### src/rtl/uart_pkg.sv
// rtl/uart_pkg.sv - shared UART types, frame-format encodings and helpers
package uart_pkg;

    typedef enum logic [2:0] {
        ST_IDLE   = 3'd0,
        ST_START  = 3'd1,
        ST_DATA   = 3'd2,
        ST_PARITY = 3'd3,
        ST_STOP1  = 3'd4,
        ST_STOP2  = 3'd5
    } rx_state_t;

    localparam logic PARITY_EVEN = 1'b1;
    localparam logic PARITY_ODD  = 1'b0;

    localparam logic [1:0] DB5 = 2'b00;
    localparam logic [1:0] DB6 = 2'b01;
    localparam logic [1:0] DB7 = 2'b10;
    localparam logic [1:0] DB8 = 2'b11;

    function automatic logic [3:0] data_bits(input logic [1:0] data_bit_num);
        return 4'd5 + {2'b00, data_bit_num};
    endfunction

endpackage

### src/rtl/uart_rx_if.sv
// rtl/uart_rx_if.sv - receiver config inputs and parallel result bundle
interface uart_rx_if;
    logic [1:0] data_bit_num;
    logic       stop_bit_num;
    logic       parity_en;
    logic       parity_type;
    logic [7:0] rx_data;
    logic       rx_valid;
    logic       parity_err;
    logic       frame_err;
    logic       rx_busy;

    modport master (
        input  data_bit_num, stop_bit_num, parity_en, parity_type,
        output rx_data, rx_valid, parity_err, frame_err, rx_busy
    );

    modport slave (
        output data_bit_num, stop_bit_num, parity_en, parity_type,
        input  rx_data, rx_valid, parity_err, frame_err, rx_busy
    );
endinterface

### src/rtl/uart_rx_sync.sv
// rtl/uart_rx_sync.sv - two-flop synchronizer for the async rx line plus falling-edge detect
module uart_rx_sync (
    input  logic clk,
    input  logic reset,
    input  logic rx_in,
    output logic rx_s,
    output logic fall
);

    logic s1;
    logic s2;
    logic prev;

    // Flops reset to the idle-high line level so reset never fakes a start edge.
    always_ff @(posedge clk) begin
        if (reset) begin
            s1   <= 1'b1;
            s2   <= 1'b1;
            prev <= 1'b1;
        end else begin
            s1   <= rx_in;
            s2   <= s1;
            prev <= s2;
        end
    end

    assign rx_s = s2;
    assign fall = prev & ~s2;

endmodule

### src/rtl/uart_rx.sv
// rtl/uart_rx.sv - UART receiver: baud timing, frame FSM and parallel result strobe
module uart_rx
    import uart_pkg::*;
#(
    parameter int BAUD_DIV = 15
) (
    input  logic         clk,
    input  logic         reset,
    input  logic         rx,
    uart_rx_if.master    bus
);

    localparam int CW = (BAUD_DIV < 1) ? 1 : $clog2(BAUD_DIV + 1);
    localparam logic [CW-1:0] CNT_FULL = CW'(BAUD_DIV);
    localparam logic [CW-1:0] CNT_MID  = CW'(BAUD_DIV / 2);

    logic          rx_s;
    logic          fall;
    rx_state_t     state;
    logic [CW-1:0] cnt;
    logic [2:0]    idx;
    logic [2:0]    last_idx;
    logic [7:0]    shreg;
    logic          cfg_two_stop;
    logic          cfg_parity_en;
    logic          cfg_parity_type;
    logic          perr_acc;
    logic          ferr_acc;
    logic          done;
    logic          samp;

    uart_rx_sync u_sync (
        .clk   (clk),
        .reset (reset),
        .rx_in (rx),
        .rx_s  (rx_s),
        .fall  (fall)
    );

    assign samp = (state == ST_START) ? (cnt == CNT_MID) : (cnt == CNT_FULL);

    always_ff @(posedge clk) begin
        if (reset) begin
            state           <= ST_IDLE;
            cnt             <= '0;
            idx             <= 3'd0;
            last_idx        <= 3'd0;
            shreg           <= 8'h00;
            cfg_two_stop    <= 1'b0;
            cfg_parity_en   <= 1'b0;
            cfg_parity_type <= 1'b0;
            perr_acc        <= 1'b0;
            ferr_acc        <= 1'b0;
            done            <= 1'b0;
            bus.rx_data     <= 8'h00;
            bus.rx_valid    <= 1'b0;
            bus.parity_err  <= 1'b0;
            bus.frame_err   <= 1'b0;
            bus.rx_busy     <= 1'b0;
        end else begin
            bus.rx_valid <= 1'b0;
            done         <= 1'b0;
            // Publish one cycle after the FSM finished so the accumulators have settled.
            if (done) begin
                bus.rx_valid   <= 1'b1;
                bus.rx_data    <= shreg;
                bus.parity_err <= perr_acc;
                bus.frame_err  <= ferr_acc;
            end
            if (state != ST_IDLE) begin
                cnt <= samp ? '0 : cnt + 1'b1;
            end
            unique case (state)
                ST_IDLE: begin
                    if (fall) begin
                        state           <= ST_START;
                        cnt             <= '0;
                        idx             <= 3'd0;
                        last_idx        <= 3'(data_bits(bus.data_bit_num) - 4'd1);
                        cfg_two_stop    <= bus.stop_bit_num;
                        cfg_parity_en   <= bus.parity_en;
                        cfg_parity_type <= bus.parity_type;
                        shreg           <= 8'h00;
                        perr_acc        <= 1'b0;
                        ferr_acc        <= 1'b0;
                        bus.rx_busy     <= 1'b1;
                    end
                end
                ST_START: begin
                    if (samp) begin
                        if (rx_s) begin
                            state       <= ST_IDLE;
                            bus.rx_busy <= 1'b0;
                        end else begin
                            state <= ST_DATA;
                        end
                    end
                end
                ST_DATA: begin
                    if (samp) begin
                        shreg[idx] <= rx_s;
                        if (idx == last_idx) begin
                            state <= cfg_parity_en ? ST_PARITY : ST_STOP1;
                        end else begin
                            idx <= idx + 3'd1;
                        end
                    end
                end
                ST_PARITY: begin
                    if (samp) begin
                        // Bits above the frame width are zero, so a full-word reduction is exact.
                        perr_acc <= rx_s != ((cfg_parity_type == PARITY_EVEN) ? ^shreg : ~^shreg);
                        state    <= ST_STOP1;
                    end
                end
                ST_STOP1: begin
                    if (samp) begin
                        if (!rx_s) begin
                            ferr_acc <= 1'b1;
                        end
                        if (cfg_two_stop) begin
                            state <= ST_STOP2;
                        end else begin
                            state       <= ST_IDLE;
                            bus.rx_busy <= 1'b0;
                            done        <= 1'b1;
                        end
                    end
                end
                ST_STOP2: begin
                    if (samp) begin
                        if (!rx_s) begin
                            ferr_acc <= 1'b1;
                        end
                        state       <= ST_IDLE;
                        bus.rx_busy <= 1'b0;
                        done        <= 1'b1;
                    end
                end
                default: begin
                    state       <= ST_IDLE;
                    bus.rx_busy <= 1'b0;
                end
            endcase
        end
    end

endmodule

### src/flat_wrapper.sv
// flat-port wrapper written by rule: the top's interface ports become plain ports
module uart_rx_flat import uart_pkg::*;
#(
    parameter int BAUD_DIV = 15
)
  (clk, reset, rx, bus_data_bit_num, bus_stop_bit_num, bus_parity_en, bus_parity_type, bus_rx_data, bus_rx_valid, bus_parity_err, bus_frame_err, bus_rx_busy);
  uart_rx_if bus_i ();
  input  logic clk;
  input  logic reset;
  input  logic rx;
  input wire logic [$bits(bus_i.data_bit_num)-1:0] bus_data_bit_num;
  input wire logic [$bits(bus_i.stop_bit_num)-1:0] bus_stop_bit_num;
  input wire logic [$bits(bus_i.parity_en)-1:0] bus_parity_en;
  input wire logic [$bits(bus_i.parity_type)-1:0] bus_parity_type;
  output wire logic [$bits(bus_i.rx_data)-1:0] bus_rx_data;
  output wire logic [$bits(bus_i.rx_valid)-1:0] bus_rx_valid;
  output wire logic [$bits(bus_i.parity_err)-1:0] bus_parity_err;
  output wire logic [$bits(bus_i.frame_err)-1:0] bus_frame_err;
  output wire logic [$bits(bus_i.rx_busy)-1:0] bus_rx_busy;
  assign bus_i.data_bit_num = bus_data_bit_num;
  assign bus_i.stop_bit_num = bus_stop_bit_num;
  assign bus_i.parity_en = bus_parity_en;
  assign bus_i.parity_type = bus_parity_type;
  assign bus_rx_data = bus_i.rx_data;
  assign bus_rx_valid = bus_i.rx_valid;
  assign bus_parity_err = bus_i.parity_err;
  assign bus_frame_err = bus_i.frame_err;
  assign bus_rx_busy = bus_i.rx_busy;
  uart_rx #(.BAUD_DIV(BAUD_DIV)) u_core (.clk(clk), .reset(reset), .rx(rx), .bus(bus_i));
endmodule
### config.mk
export PLATFORM = sky130hd
export DESIGN_NAME = uart_rx_flat
export DESIGN_NICKNAME = d
export VERILOG_FILES = /design/src/rtl/uart_pkg.sv /design/src/rtl/uart_rx_if.sv /design/src/rtl/uart_rx_sync.sv /design/src/rtl/uart_rx.sv /design/src/flat_wrapper.sv
export SDC_FILE = /design/constraint.sdc
export NUM_CORES = 1
export LEC_CHECK = 0
export BUFFER_PORTS_ARGS = -buffer_cell sky130_fd_sc_hd__buf_4
export CAP_MARGIN = 25
export CELL_PAD_IN_SITES_DETAIL_PLACEMENT = 1
export CELL_PAD_IN_SITES_GLOBAL_PLACEMENT = 2
export CORE_MARGIN = 3
export CORE_UTILIZATION = 30
export DETAILED_ROUTE_END_ITERATION = 7
export GPL_ROUTABILITY_DRIVEN = 0
export PLACE_DENSITY = 0.7
export SLEW_MARGIN = 10
export SYNTH_ARGS = -nofsm -noshare
export SYNTH_HDL_FRONTEND = slang
export SYNTH_HIERARCHICAL = 1
export SYNTH_SLANG_ARGS = --single-unit
### constraint.sdc
create_clock -name clk -period 4.9 [get_ports clk]
set_input_delay 0.98 -clock clk [delete_from_list [all_inputs] [get_ports clk]]
set_output_delay 0.98 -clock clk [all_outputs]
set_load 0.05 [all_outputs]
; Word-level counts from Yosys, hierarchy flattened
; Cells that the tools add are included.
[word_totals]
mem_count = 0
rom_bits = 0
out_inout_bits = 12
register_bits = 42
ramBits = 0
inputBits = 8
word_cells = 111
latchBits = 0
[classes]
n_lt_le_gt_ge = 2
shifts = 0
add_sub_neg = 4
n_eq_ne = 21
n_reduce_logical = 17
mux = 45
mul = 0
n_bitwise = 3
div = 0
[op_table]
columns = cell, count
row1 = $mux W3, 12
row2 = $pmux W3 S6, 1
row3 = $mux W1, 17
row4 = $mux W4, 4
row5 = $mux W8, 2
row6 = $ne A2 B1 Y1 const B, 8
row7 = $pmux W8 S2, 1
row8 = $reduce_and A7 Y1, 2
row9 = $bwmux W8, 1
row10 = $ne A2 B2 Y1 const B, 4
row11 = $reduce_and A4 Y1, 2
row12 = $reduce_xnor A8 Y1, 1
row13 = $reduce_xor A8 Y1, 1
row14 = $eq A3 B2 Y1 const B, 2
row15 = $eq A3 B3 Y1 const B, 2
row16 = $pmux W1 S2, 3
row17 = $pmux W3 S2, 1
row18 = $reduce_and A3 Y1, 2
row19 = $reduce_bool A2 Y1, 3
row20 = $pmux W1 S5, 1
row21 = $add A4 B1 Y4 const B, 1
row22 = $eq A4 B3 Y1 const B, 1
row23 = $eq A4 B4 Y1 const B, 1
row24 = $lt A3 B4 Y1 const B, 1
row25 = 16 further kinds, 18

; Longest topological paths before layout
; Gate-level depths: netlist of run 1.
[depth]
ltp_word = 7
ltp_mapped = 7
depth_no_buf = 6

; Hierarchy
; Netlist of run 1, hierarchy kept.
[modules_own_cells]
columns = mod, instances, seq_area_each_um2, cells_each, area_each_um2
row1 = uart_rx, 1, 780.7, 223, 1958.1
row2 = uart_rx_sync, 1, 60.1, 7, 85.1

; Worst setup path before layout of run 1
; Ideal clock, no wire load.
[synth_timing]
path_type = input to register
startpoint = input port reset
endpoint = register u_core.state[1]
setup_ns = 0.096
t_arrival_ns = 1.732
required_time_ns = 4.804
setup_slack_ns = 3.072
cell_stages = 3
path_buffers = 1
cell_sequence = clkbuf_1 -> or4_1 -> o41ai_2
[synth_rtl]
columns = element, line_no
row1 = "start, declared", flat_wrapper.sv:9  ; input logic reset;
row2 = "end signal, assigned", uart_rx.sv:103  ; state <= cfg_parity_en ? ST_PARITY : ST_STOP1;
row3 = "end, declared", uart_rx.sv:19  ; rx_state_t state;

; Final worst setup path of run 1
[layout_timing]
startpoint = register u_core.u_sync.s2 (netlist: u_core/u_sync/rx_s)
endpoint = register u_core.shreg[3]
[layout_between]
elab_chain_cells = 4
word_cells_on_any_way = 7
cone_classes = eq/ne (1) / mux (3) / bitwise (2) / reduce/logical (1)
[layout_rtl]
columns = element, line_no
row1 = "start, declared", uart_rx_sync.sv:11  ; logic s2;
row2 = "start signal, assigned", uart_rx_sync.sv:18  ; s2 <= 1'b1;
row3 = "start signal, assigned", uart_rx_sync.sv:22  ; s2 <= s1;
row4 = $not A1 Y1, uart_rx_sync.sv:28  ; assign fall = prev & ~s2;
row5 = $and A1 B1 Y1, uart_rx_sync.sv:28
row6 = net u_core.fall, uart_rx.sv:18  ; logic fall;
row7 = $ne A2 B1 Y1 (no line), -
row8 = $reduce_and A3 Y1 (no line), -
row9 = "end signal, assigned by index", uart_rx.sv:101  ; shreg[idx] <= rx_s;
row10 = "end, declared", uart_rx.sv:23  ; logic [7:0] shreg;
; The timed path passes the listed nets, and every way through them passes these cells. The select of a mux whose other input is x is not followed.
; A chain may end at the register's enable or synchronous reset.

==> results by group, run 1 <==
Run status
  • Status: completed

Power
  • VDD IR max: 0.133 mV
  • Switching power: 0.166 mW
  • Switching Share: 0.257
  • Flop pwr share: 0.553
  • Leak Pwr: 0.783 nW
  • PD cells: 280 nW/um2
  • Combinational power share: 0.076
  • Internal power: 0.479 mW
  • Clk pwr share: 0.371

Critical path
  • CP peak stage delay: 0.70 ns
  • Critical-path top delay cell: nor4b_4
  • Data required time of the worst path: 5.13 ns
  • Worst Setup Start Kind: register
  • Crit path cell chain: nor2b_1 -> nor4b_4 -> a31oi_4 -> and4bb_1 -> nand3_1 -> o21ai_1
  • Crit path DAT: 2.62 ns
  • Buf/Inv on CP: 0
  • CP Class: reg2reg
  • FF-to-FF setup slack: 2.51 ns
  • CP Capture Type: register
  • Critical Path Fanout Max: 14
  • Largest delay contributor family on the critical path: simple AND/OR/NAND/NOR gates

Place
  • DPL Wire Length: 3290 um
  • Inst Count DP: 311
  • Port Buffers: 19

Logic synthesis
  • Mapped Cells: 230
  • Dominant synthesized flop cell: dfxtp_1
  • Synth warnings: 6
  • Register bit total from synthesis: 42
  • Synthesized area: 2040 um2
  • Syn_nets: 240
  • EDFF count, synth: 0
  • Post-synthesis async set-or-reset flop share: 0
  • Area share of fa/ha/maj cells after synthesis: 0.0122
  • Simple-Gate Fraction of Synth Area: 0.279
  • Post-synth cell types: 51
  • Largest family of logic cells by synthesized area: simple AND/OR/NAND/NOR gates
  • Syn Area/Cell: 8.88 um2
  • Xor and xnor area share after synthesis: 0.0594
  • Synth Area in Compound Gates: 0.145
  • Mux contribution to synthesized area: 0.0490
  • Seq/Total Area, Yosys: 0.412

Die
  • I/O pin count: 20
  • Die X: 88.5 um
  • Rows: 29
  • Core ar.: 6460 um2
  • Die ar.: 7840 um2
  • Die Y: 88.5 um
  • Initial Util: 0.316

Global routing
  • First-pass GRT wire length: 8180 um
  • Total gr overflow: 0
  • Initial antenna violation count: 0
  • Largest net degree at the start of global routing: 33
  • Vias in the first global route: 1655
  • Total track usage: 0.134

Drt
  • DR vias: 1653
  • Via density per instance: 5.18
  • Final ANT Viol Nets: 0
  • DRT Pass-1 Iters: 4
  • Avg WL per Cell: 14.9 um
  • Residual DRC: 0
  • Initial DRC count: 64
  • Total Wirelength: 4760 um

Final layout
  • Most common cell after layout, fill and taps aside: dfxtp_1
  • Layout cells sized above 1: 0.161
  • Ant diodes: 0
  • Area Growth Syn to Fin: 12.6%
  • Non-Filler Instances: 319
  • Most frequent cells in the layout: dfxtp_1 (42), nand2_1 (33), nor2_1 (21)
  • Net count, final: 251

Clocking
  • CTS Buf Count: 5
  • CTS tree: built
  • Clock transition at the registers of the reported paths: 0.08 ns
  • Setup bufs post-CTS: 0
  • Cts hold-fix bufs: 0
  • Post-cts resize count: 0
  • Root buf cell: clkbuf_8
  • Skew-Pair Late Insertion Delay: 0.29 ns
  • CTS Buffer Depth: 2
  • # H-tree levels: 2
  • Num Clock Sinks: 42

Timing
  • TNS Setup: 0 ns
  • Fin. Hold Viols: 0
  • RSZ-0062 raised after global routing: false
  • Slew margin rel.: 0.484
  • Fin crit share: 0.488
  • Fin Clk Skew: 0.00482 ns
  • Final Setup Violations: 0
  • Slew @ Worst Pin: 0.773 ns
  • Minimum clock period: 2.39 ns
  • Fin. max-slew vios: 0
  • Top achievable clock speed: 0.419 GHz

Run
  • Maxcap violations: 0

Min path
  • Min-delay worst type: reg2reg
==> synthesized netlist by cell type, types with 3 or more instances <==
cell,instances,share of area
and3_1,3,0.0092
nor4b_2,3,0.022
a31oi_1,4,0.012
clkbuf_1,6,0.011
nand3_1,11,0.027
nand3b_1,3,0.011
buf_2,4,0.0098
o21ai_0,12,0.029
dfxtp_1,42,0.41
nor3_1,3,0.0073
buf_1,3,0.0055
mux2i_1,10,0.049
or2_1,3,0.0092
inv_1,3,0.0055
nor2_1,21,0.039
a21oi_1,12,0.029
nand2_1,33,0.061
xnor2_1,11,0.047
==> area by class of cell <==
cell class,count,area [um2]
repair buffers,19,143
clock buffers,6,82.6
well taps,77,96.3
inverters,4,15.0
fillers,753,4160
clock inverters,2,12.5
multi-input cells,169,1110
flip-flops and latches,42,841
==> worst paths after layout <==
| check | startpoint | end | depth (start not counted) |
|---|---|---|---|
| worst max-delay path | u_core/u_sync/rx_s$_SDFF_PP1_ | u_core/shreg[3]$_SDFFE_PP0P_ | 6 |
| worst min-delay path | u_core/u_sync/s1$_SDFF_PP1_ | u_core/u_sync/rx_s$_SDFF_PP1_ | 1 |
| worst max register to register | u_core/u_sync/rx_s$_SDFF_PP1_ | u_core/shreg[3]$_SDFFE_PP0P_ | 6 |
| worst min register to register | u_core/u_sync/s1$_SDFF_PP1_ | u_core/u_sync/rx_s$_SDFF_PP1_ | 1 |
==> kinds of logic after synthesis <==
logic type / Yosys count
compound gates: 44
flops: 42
xor+xnor: 13
buf+inv: 19
mux: 10
simple gates: 100
fa+ha+maj: 2
==> sequential cells by signal, summed over array words and instances (netlist names), 3 cells and up <==
signal              flops
u_core/cnt              4
u_core/idx              3
u_core/last_idx         3
u_core/bus.rx_data      8
u_core/shreg            8
u_core/state            3
==> power by group through the flow <==
stage               Sequential (mW)  Clock, mW  Combinational, mW
finish                        0.357      0.239             0.0492
global route                  0.358      0.264             0.0557
CTS                           0.357      0.249             0.0502
detailed placement            0.365          0             0.0501
global placement              0.365          0             0.0503
floorplan                     0.361          0             0.0400
==> per-stage QoR <==
| step | setup slack [ns] | cell area, um2 | power, mW | utilization | hold WS [ns] |
|---|---|---|---|---|---|
| floorplan | 3.07 | 2040 | 0.401 | - | 0.385 |
| global placement | 2.57 | 2210 | 0.415 | 0.342 | 0.397 |
| detailed placement | 2.49 | 2210 | 0.415 | 0.342 | 0.395 |
| CTS | 2.44 | 2300 | 0.656 | 0.356 | 0.415 |
| global route | 2.23 | 2300 | 0.678 | 0.356 | 0.438 |
| finish | 2.51 | 2300 | 0.645 | 0.356 | 0.413 |
==> routing by layer <==
metal	global-route usage	routed length [um]
met2	0.208	2120
met5	0	0
met3	0.0223	113
met4	0.0508	65
met1	0.186	2470
==> worst register-to-register path, delay by kind of cell, from the launching register on <==
kind	cells	cell delay (ns)
flip-flops	1	0.46
AND/OR/NAND/NOR	4	1.62
AO/OA/AOI/OAI	2	0.24
(Power assumes the default switching activity.)
==> run 2, diff against run 1 <==
--- a/config.mk
+++ b/config.mk
@@ -5,6 +5,7 @@
 export SDC_FILE = /design/constraint.sdc
 export NUM_CORES = 1
 export LEC_CHECK = 0
+export ABC_AREA = 1
 export BUFFER_PORTS_ARGS = -buffer_cell sky130_fd_sc_hd__buf_4
 export CAP_MARGIN = 25
 export CELL_PAD_IN_SITES_DETAIL_PLACEMENT = 1
@@ -13,7 +14,7 @@
 export CORE_UTILIZATION = 30
 export DETAILED_ROUTE_END_ITERATION = 7
 export GPL_ROUTABILITY_DRIVEN = 0
-export PLACE_DENSITY = 0.7
+export PLACE_DENSITY = 0.75
 export SLEW_MARGIN = 10
 export SYNTH_ARGS = -nofsm -noshare
 export SYNTH_HDL_FRONTEND = slang
==> constraint.sdc (replaced) <==
create_clock -name clk -period 2.5 [get_ports clk]
set_input_delay 0.5 -clock clk [delete_from_list [all_inputs] [get_ports clk]]
set_output_delay 0.5 -clock clk [all_outputs]
set_load 0.05 [all_outputs]
==> run 2 against run 1 <==
Non-clock buffer count increased by 1. Global-route usage rose by 2.1 points. Synthesized cell count is 26% higher. Critical endpoint is now u_core/cnt[3]$_SDFF_PP0_.
==> results by group, run 2 <==
Critical path
  • Data required time of the worst path: 2.67 ns
  • Worst Setup Start Kind: register
  • Largest delay contributor family on the critical path: simple AND/OR/NAND/NOR gates
  • CP peak stage delay: 0.38 ns
  • CP Class: reg2reg
  • Crit path DAT: 1.95 ns
  • CP Capture Type: register
  • CP dominant cell by count: nand2_1
  • Critical-path top delay cell: dfxtp_1
  • Critical Path Fanout Max: 13
  • Buf/Inv on CP: 2
  • Crit path cell chain: inv_2 -> nand2_1 -> nor2_4 -> nand2_4 -> nand2_1 -> clkinv_1 -> o21ai_0 -> a221oi_1

Logic synthesis
  • Largest cells by area after synthesis: dfxtp_1 (41%), nand2_1 (12%), a21oi_1 (7.1%), inv_1 (5.9%), nand3_1 (5.1%)
  • Top cells by count, synth: nand2_1 (68), dfxtp_1 (42), inv_1 (32)
  • Register bit total from synthesis: 42
  • Cell taking the most area after synthesis: dfxtp_1
  • Mapped Cells: 289
  • Syn Area/Cell: 7.10 um2
  • Synthesized area: 2050 um2
  • Seq/Total Area, Yosys: 0.410
  • Top cell type's share of synthesized area: 0.410
  • Syn_nets: 299
  • Top-count cell post-synth: nand2_1
  • Synth warnings: 6
  • Dominant synthesized flop cell: dfxtp_1
  • Post-synth cell types: 31
  • Post-synthesis async set-or-reset flop share: 0
  • EDFF count, synth: 0

Power
  • Switching Share: 0.364
  • Flop pwr share: 0.452
  • Overall Power: 1.69 mW
  • VDD IR max: 0.233 mV
  • Switching power: 0.614 mW
  • Internal power: 1.07 mW
  • Combinational power share: 0.268
  • Leak Pwr: 1.04 nW
  • PD cells: 725 nW/um2
  • Clk pwr share: 0.280

Final layout
  • Fill count: 838
  • Area of the multi-input gates: 1010 um2
  • Non-Filler Instances: 386
  • Most common cell after layout, fill and taps aside: nand2_1
  • Net count, final: 318
  • Area Growth Syn to Fin: 13.5%
  • Largest regs: u_core/bus.rx_data x8, u_core/shreg x8, u_core/cnt x4
  • Ant diodes: 0
  • Most frequent cells in the layout: nand2_1 (68), dfxtp_1 (42), inv_1 (32)
  • Layout cells sized above 1: 0.139
  • Register area: 841 um2
  • Final Instance Area: 2330 um2

Clocking
  • # H-tree levels: 2
  • Cts hold-fix bufs: 0
  • Skew-Pair Late Insertion Delay: 0.30 ns
  • Root buf cell: clkbuf_8
  • Num Clock Sinks: 42
  • CTS Buffer Depth: 2
  • Setup bufs post-CTS: 0
  • CTS tree: built
  • Clock transition at the registers of the reported paths: 0.09 ns
  • Post-cts resize count: 0
  • CTS Buf Count: 5

Global routing
  • First-pass GRT wire length: 9340 um
  • Vias in the first global route: 1888
  • Total track usage: 0.155
  • Total gr overflow: 0
  • Initial antenna violation count: 0
  • Largest net degree at the start of global routing: 18

Drt
  • Initial DRC count: 67
  • DRT Pass-1 Iters: 4
  • Final ANT Viol Nets: 0
  • Avg WL per Cell: 14.2 um
  • Total Wirelength: 5470 um
  • Via density per instance: 4.83
  • DR vias: 1864
  • Residual DRC: 0

Timing
  • Fin. Hold Viols: 0
  • RSZ-0062 raised after global routing: false
  • Fin Clk Skew: 0.00534 ns
  • Minimum clock period: 1.78 ns
  • Fin crit share: 0.711
  • Top achievable clock speed: 0.562 GHz
  • Slew margin rel.: 0.652
  • TNS Setup: 0 ns
  • Worst hold slack: 0.377 ns
  • Fin. max-slew vios: 0
  • Slew @ Worst Pin: 0.521 ns
  • Final Setup Violations: 0

Place
  • Port Buffers: 19
  • Cell Area, Placed: 2230 um2
  • Inst Count DP: 378
  • DPL Wire Length: 4110 um

Die
  • Die Y: 88.7 um
  • Die ar.: 7870 um2
  • Die X: 88.7 um
  • Initial Util: 0.316
  • Core ar.: 6490 um2
  • I/O pin count: 20
  • Rows: 29

Min path
  • Min-delay worst type: in2reg

Run status
  • Status: completed

Run
  • Maxcap violations: 0
run 2: final cells by class:
cell class,instances,area share
sequential,42,0.361
clock inverter,2,0.00537
inverter,37,0.0596
clock buffer,6,0.0354
multi-input combinational,202,0.433
timing repair buffer,20,0.0644
tap,77,0.0414
run 2: power groups by stage:
| stage | sequential (mW) | combinational, mW | clock (mW) |
|---|---|---|---|
| final | 0.763 | 0.452 | 0.474 |
| after global routing | 0.770 | 0.518 | 0.527 |
| after CTS | 0.764 | 0.454 | 0.502 |
| after detailed placement | 0.779 | 0.453 | 0 |
| after global placement | 0.778 | 0.456 | 0 |
| after floorplan | 0.774 | 0.337 | 0 |
run 2: kinds of logic (layout without fill, tap and decap cells):
family	Yosys count	count (layout)	share of synthesized area
adders and majority gates	2	2	0.0122
xor gates and xnor gates	5	5	0.0213
DFF	42	42	0.410
and+or+nand+nor	139	139	0.305
buffers and inverters	45	65	0.0993
AOI/OAI and AO/OA	56	56	0.152
run 2: path summary, 6_finish.rpt:
path	endpoint	slack, ns	start	depth (start not counted)
setup / recovery	u_core/cnt[3]$_SDFF_PP0_	0.72	u_core/state[1]$_SDFFE_PP0P_	8
hold / removal	u_core/u_sync/s1$_SDFF_PP1_	0.38	rx	3
setup reg to reg	u_core/cnt[3]$_SDFF_PP0_	0.72	u_core/state[1]$_SDFFE_PP0P_	8
hold reg to reg	u_core/u_sync/rx_s$_SDFF_PP1_	0.41	u_core/u_sync/s1$_SDFF_PP1_	2
run 2: through the flow:
step | util | setup slack (ns)
after floorplan | - | 1.08
after global placement | 0.344 | 0.765
after detailed placement | 0.344 | 0.740
after CTS | 0.359 | 0.721
after global routing | 0.359 | 0.593
final | 0.359 | 0.722
run 2: worst register-to-register path, cell delays in order (launching register included):
cell and delay (ns):
dfxtp_1 0.38, inv_2 0.11, nand2_1 0.12, nor2_4 0.22
nand2_4 0.16, nand2_1 0.11, clkinv_1 0.29, o21ai_0 0.19
a221oi_1 0.07
run 2: metal layers:
metal  GRT usage  wire length, um
met1       0.227             2950
met2       0.230             2330
met3      0.0261              135
met4      0.0495               55
met5           0                0
==> run 3, diff against run 2 <==
--- a/config.mk
+++ b/config.mk
@@ -5,7 +5,7 @@
 export SDC_FILE = /design/constraint.sdc
 export NUM_CORES = 1
 export LEC_CHECK = 0
-export ABC_AREA = 1
+export ABC_AREA = 0
 export BUFFER_PORTS_ARGS = -buffer_cell sky130_fd_sc_hd__buf_4
 export CAP_MARGIN = 25
 export CELL_PAD_IN_SITES_DETAIL_PLACEMENT = 1
@@ -14,7 +14,7 @@
 export CORE_UTILIZATION = 30
 export DETAILED_ROUTE_END_ITERATION = 7
 export GPL_ROUTABILITY_DRIVEN = 0
-export PLACE_DENSITY = 0.75
+export PLACE_DENSITY = 0.7
 export SLEW_MARGIN = 10
 export SYNTH_ARGS = -nofsm -noshare
 export SYNTH_HDL_FRONTEND = slang
==> constraint.sdc (replaced) <==
create_clock -name clk -period 1.75 [get_ports clk]
set_input_delay 0.35 -clock clk [delete_from_list [all_inputs] [get_ports clk]]
set_output_delay 0.35 -clock clk [all_outputs]
set_load 0.05 [all_outputs]
==> run 3 against run 2 <==
Clock skew up 0.0053 ns. Register-to-register slack got worse by 0.61 ns. Setup slack worse by 0.61 ns. Non-clock buffer count rose by 22. Total power is 14% higher. Routed wire length down 11%. Final area is 8.3% higher. First-iteration DRC count grew 19%. Via count is 7.2% lower. Sequential power increased by 30%. Flip-flop and latch count unchanged. Combinational power is 61% lower. Critical endpoint is now u_core/state[1]$_SDFFE_PP0P_.
==> results by group, run 3 (synthesis gave the netlist of run 1 again) <==
Run status
  • Status: completed

Critical path
  • R2r endpoint: u_core/state[1]$_SDFFE_PP0P_
  • Reg2reg start: u_core/cnt[0]$_SDFF_PP0_
  • Critical Path Fanout Max: 4
  • Reg2Reg Depth: 6
  • Crit path DAT: 1.83 ns
  • CP Class: reg2reg
  • Crit path cell chain: ha_2 -> and3_4 -> o21ai_0 -> nand2_1 -> or4_1 -> o41ai_2
  • Critical path startpoint: u_core/cnt[0]$_SDFF_PP0_
  • CP peak stage delay: 0.49 ns
  • FF-to-FF setup slack: 0.12 ns
  • CP Capture Type: register
  • Critical Path End: u_core/state[1]$_SDFFE_PP0P_
  • Critical-path top delay cell: or4_1
  • Largest delay contributor family on the critical path: simple AND/OR/NAND/NOR gates
  • Data required time of the worst path: 1.95 ns
  • CP Depth: 6
  • Worst Setup Start Kind: register
  • Buf/Inv on CP: 0

Die
  • Rows: 29
  • I/O pin count: 20
  • Initial Util: 0.316
  • Core ar.: 6460 um2
  • Die ar.: 7840 um2
  • Die Y: 88.5 um
  • Die X: 88.5 um

Timing
  • Fin Clk Skew: 0.0107 ns
  • TNS Setup: 0 ns
  • RSZ-0062 raised after global routing: false
  • Fin. max-slew vios: 0
  • Fin. Hold Viols: 0
  • Slew @ Worst Pin: 0.382 ns
  • Final Setup Violations: 0
  • Minimum clock period: 1.63 ns
  • Fin crit share: 0.933
  • Slew margin rel.: 0.745
  • Top achievable clock speed: 0.612 GHz

Power
  • VDD IR max: 0.327 mV
  • Overall Power: 1.92 mW
  • PD cells: 763 nW/um2
  • Leak Pwr: 0.908 nW

Final layout
  • Net count, final: 274
  • Largest regs: u_core/bus.rx_data x8, u_core/shreg x8, u_core/cnt x4
  • Most common cell after layout, fill and taps aside: buf_4
  • Layout cells sized above 1: 0.249
  • Area Growth Syn to Fin: 23.5%
  • Most frequent cells in the layout: buf_4 (41), dfxtp_1 (39), nand2_1 (33)
  • Ant diodes: 0

Drt
  • Via density per instance: 5.06
  • DR vias: 1729
  • DRT Pass-1 Iters: 4
  • Residual DRC: 0
  • Initial DRC count: 80
  • Total Wirelength: 4880 um
  • Avg WL per Cell: 14.3 um
  • Final ANT Viol Nets: 0

Global routing
  • First-pass GRT wire length: 8350 um
  • Vias in the first global route: 1684
  • Largest net degree at the start of global routing: 19
  • Total track usage: 0.135
  • Initial antenna violation count: 0
  • Total gr overflow: 0

Clocking
  • Num Clock Sinks: 42
  • CTS tree: built
  • # H-tree levels: 2
  • Root buf cell: clkbuf_8
  • CTS Buffer Depth: 2
  • CTS Buf Count: 5
  • Skew-Pair Late Insertion Delay: 0.29 ns
  • Clock transition at the registers of the reported paths: 0.09 ns
  • Cts hold-fix bufs: 0

Min path
  • Min-delay worst type: in2reg

Place
  • DPL Wire Length: 3640 um
  • Port Buffers: 19

Run
  • Maxcap violations: 0
==> run 3: how the worst min path moves through the flow <==
stage / from / end / slack [ns] / depth (start not counted)
after floorplan: u_core/u_sync/s1$_SDFF_PP1_ / u_core/u_sync/rx_s$_SDFF_PP1_ / 0.39 / 1
after global placement: u_core/u_sync/s1$_SDFF_PP1_ / u_core/u_sync/rx_s$_SDFF_PP1_ / 0.40 / 1
after detailed placement: u_core/u_sync/s1$_SDFF_PP1_ / u_core/u_sync/rx_s$_SDFF_PP1_ / 0.41 / 1
after CTS: rx / u_core/u_sync/s1$_SDFF_PP1_ / 0.23 / 2
after global routing: rx / u_core/u_sync/s1$_SDFF_PP1_ / 0.24 / 2
final: rx / u_core/u_sync/s1$_SDFF_PP1_ / 0.24 / 2
==> run 3: per-layer routing <==
layer  wire length (um)  part of all wire  track usage  vias up
met5                  0                 0            0        -
met4                 31            0.0064       0.0247        0
met3                155             0.032       0.0298        5
met2               2190              0.45        0.213       26
met1               2500              0.51        0.190      821
li1                   -                 -            -      877
==> run 3: cell type report <==
cell class | instances | area [um2]
Fill cell | 758 | 3940
Multi-Input combinational cell | 169 | 1130
Sequential cell | 42 | 847
Timing Repair Buffer | 42 | 328
Tap cell | 77 | 96.3
Clock buffer | 7 | 76.3
Clock inverter | 1 | 30.0
Inverter | 4 | 15.0
==> run 3: report_power, final <==
group	switching (mW)	leakage [nW]	internal (mW)
clock	0.329	0.0524	0.427
sequential	0.0179	0.341	0.972
combinational	0.101	0.514	0.0772
total	0.448	0.908	1.48
==> run 3: what timing repair did <==
| action | 4_1_cts | 5_1_grt |
|---|---|---|
| endpoints found under the setup margin | 0 | 18 |
| resized for setup | 0 | 9 |
| setup buffers | 0 | 1 |
==> run 3: stage by stage <==
stage	std cells	utilization	setup WS, ns	hold slack (ns)	instance area (um2)
4_1_cts	341	0.386	0.00703	0.232	2490
5_1_grt	342	0.391	0.0178	0.243	2520
2_1_floorplan	230	-	0.0308	0.385	2040
3_5_place_dp	333	0.369	0.0186	0.407	2380
6_report	342	0.391	0.117	0.243	2520
3_3_place_gp	333	0.369	0.0585	0.398	2380
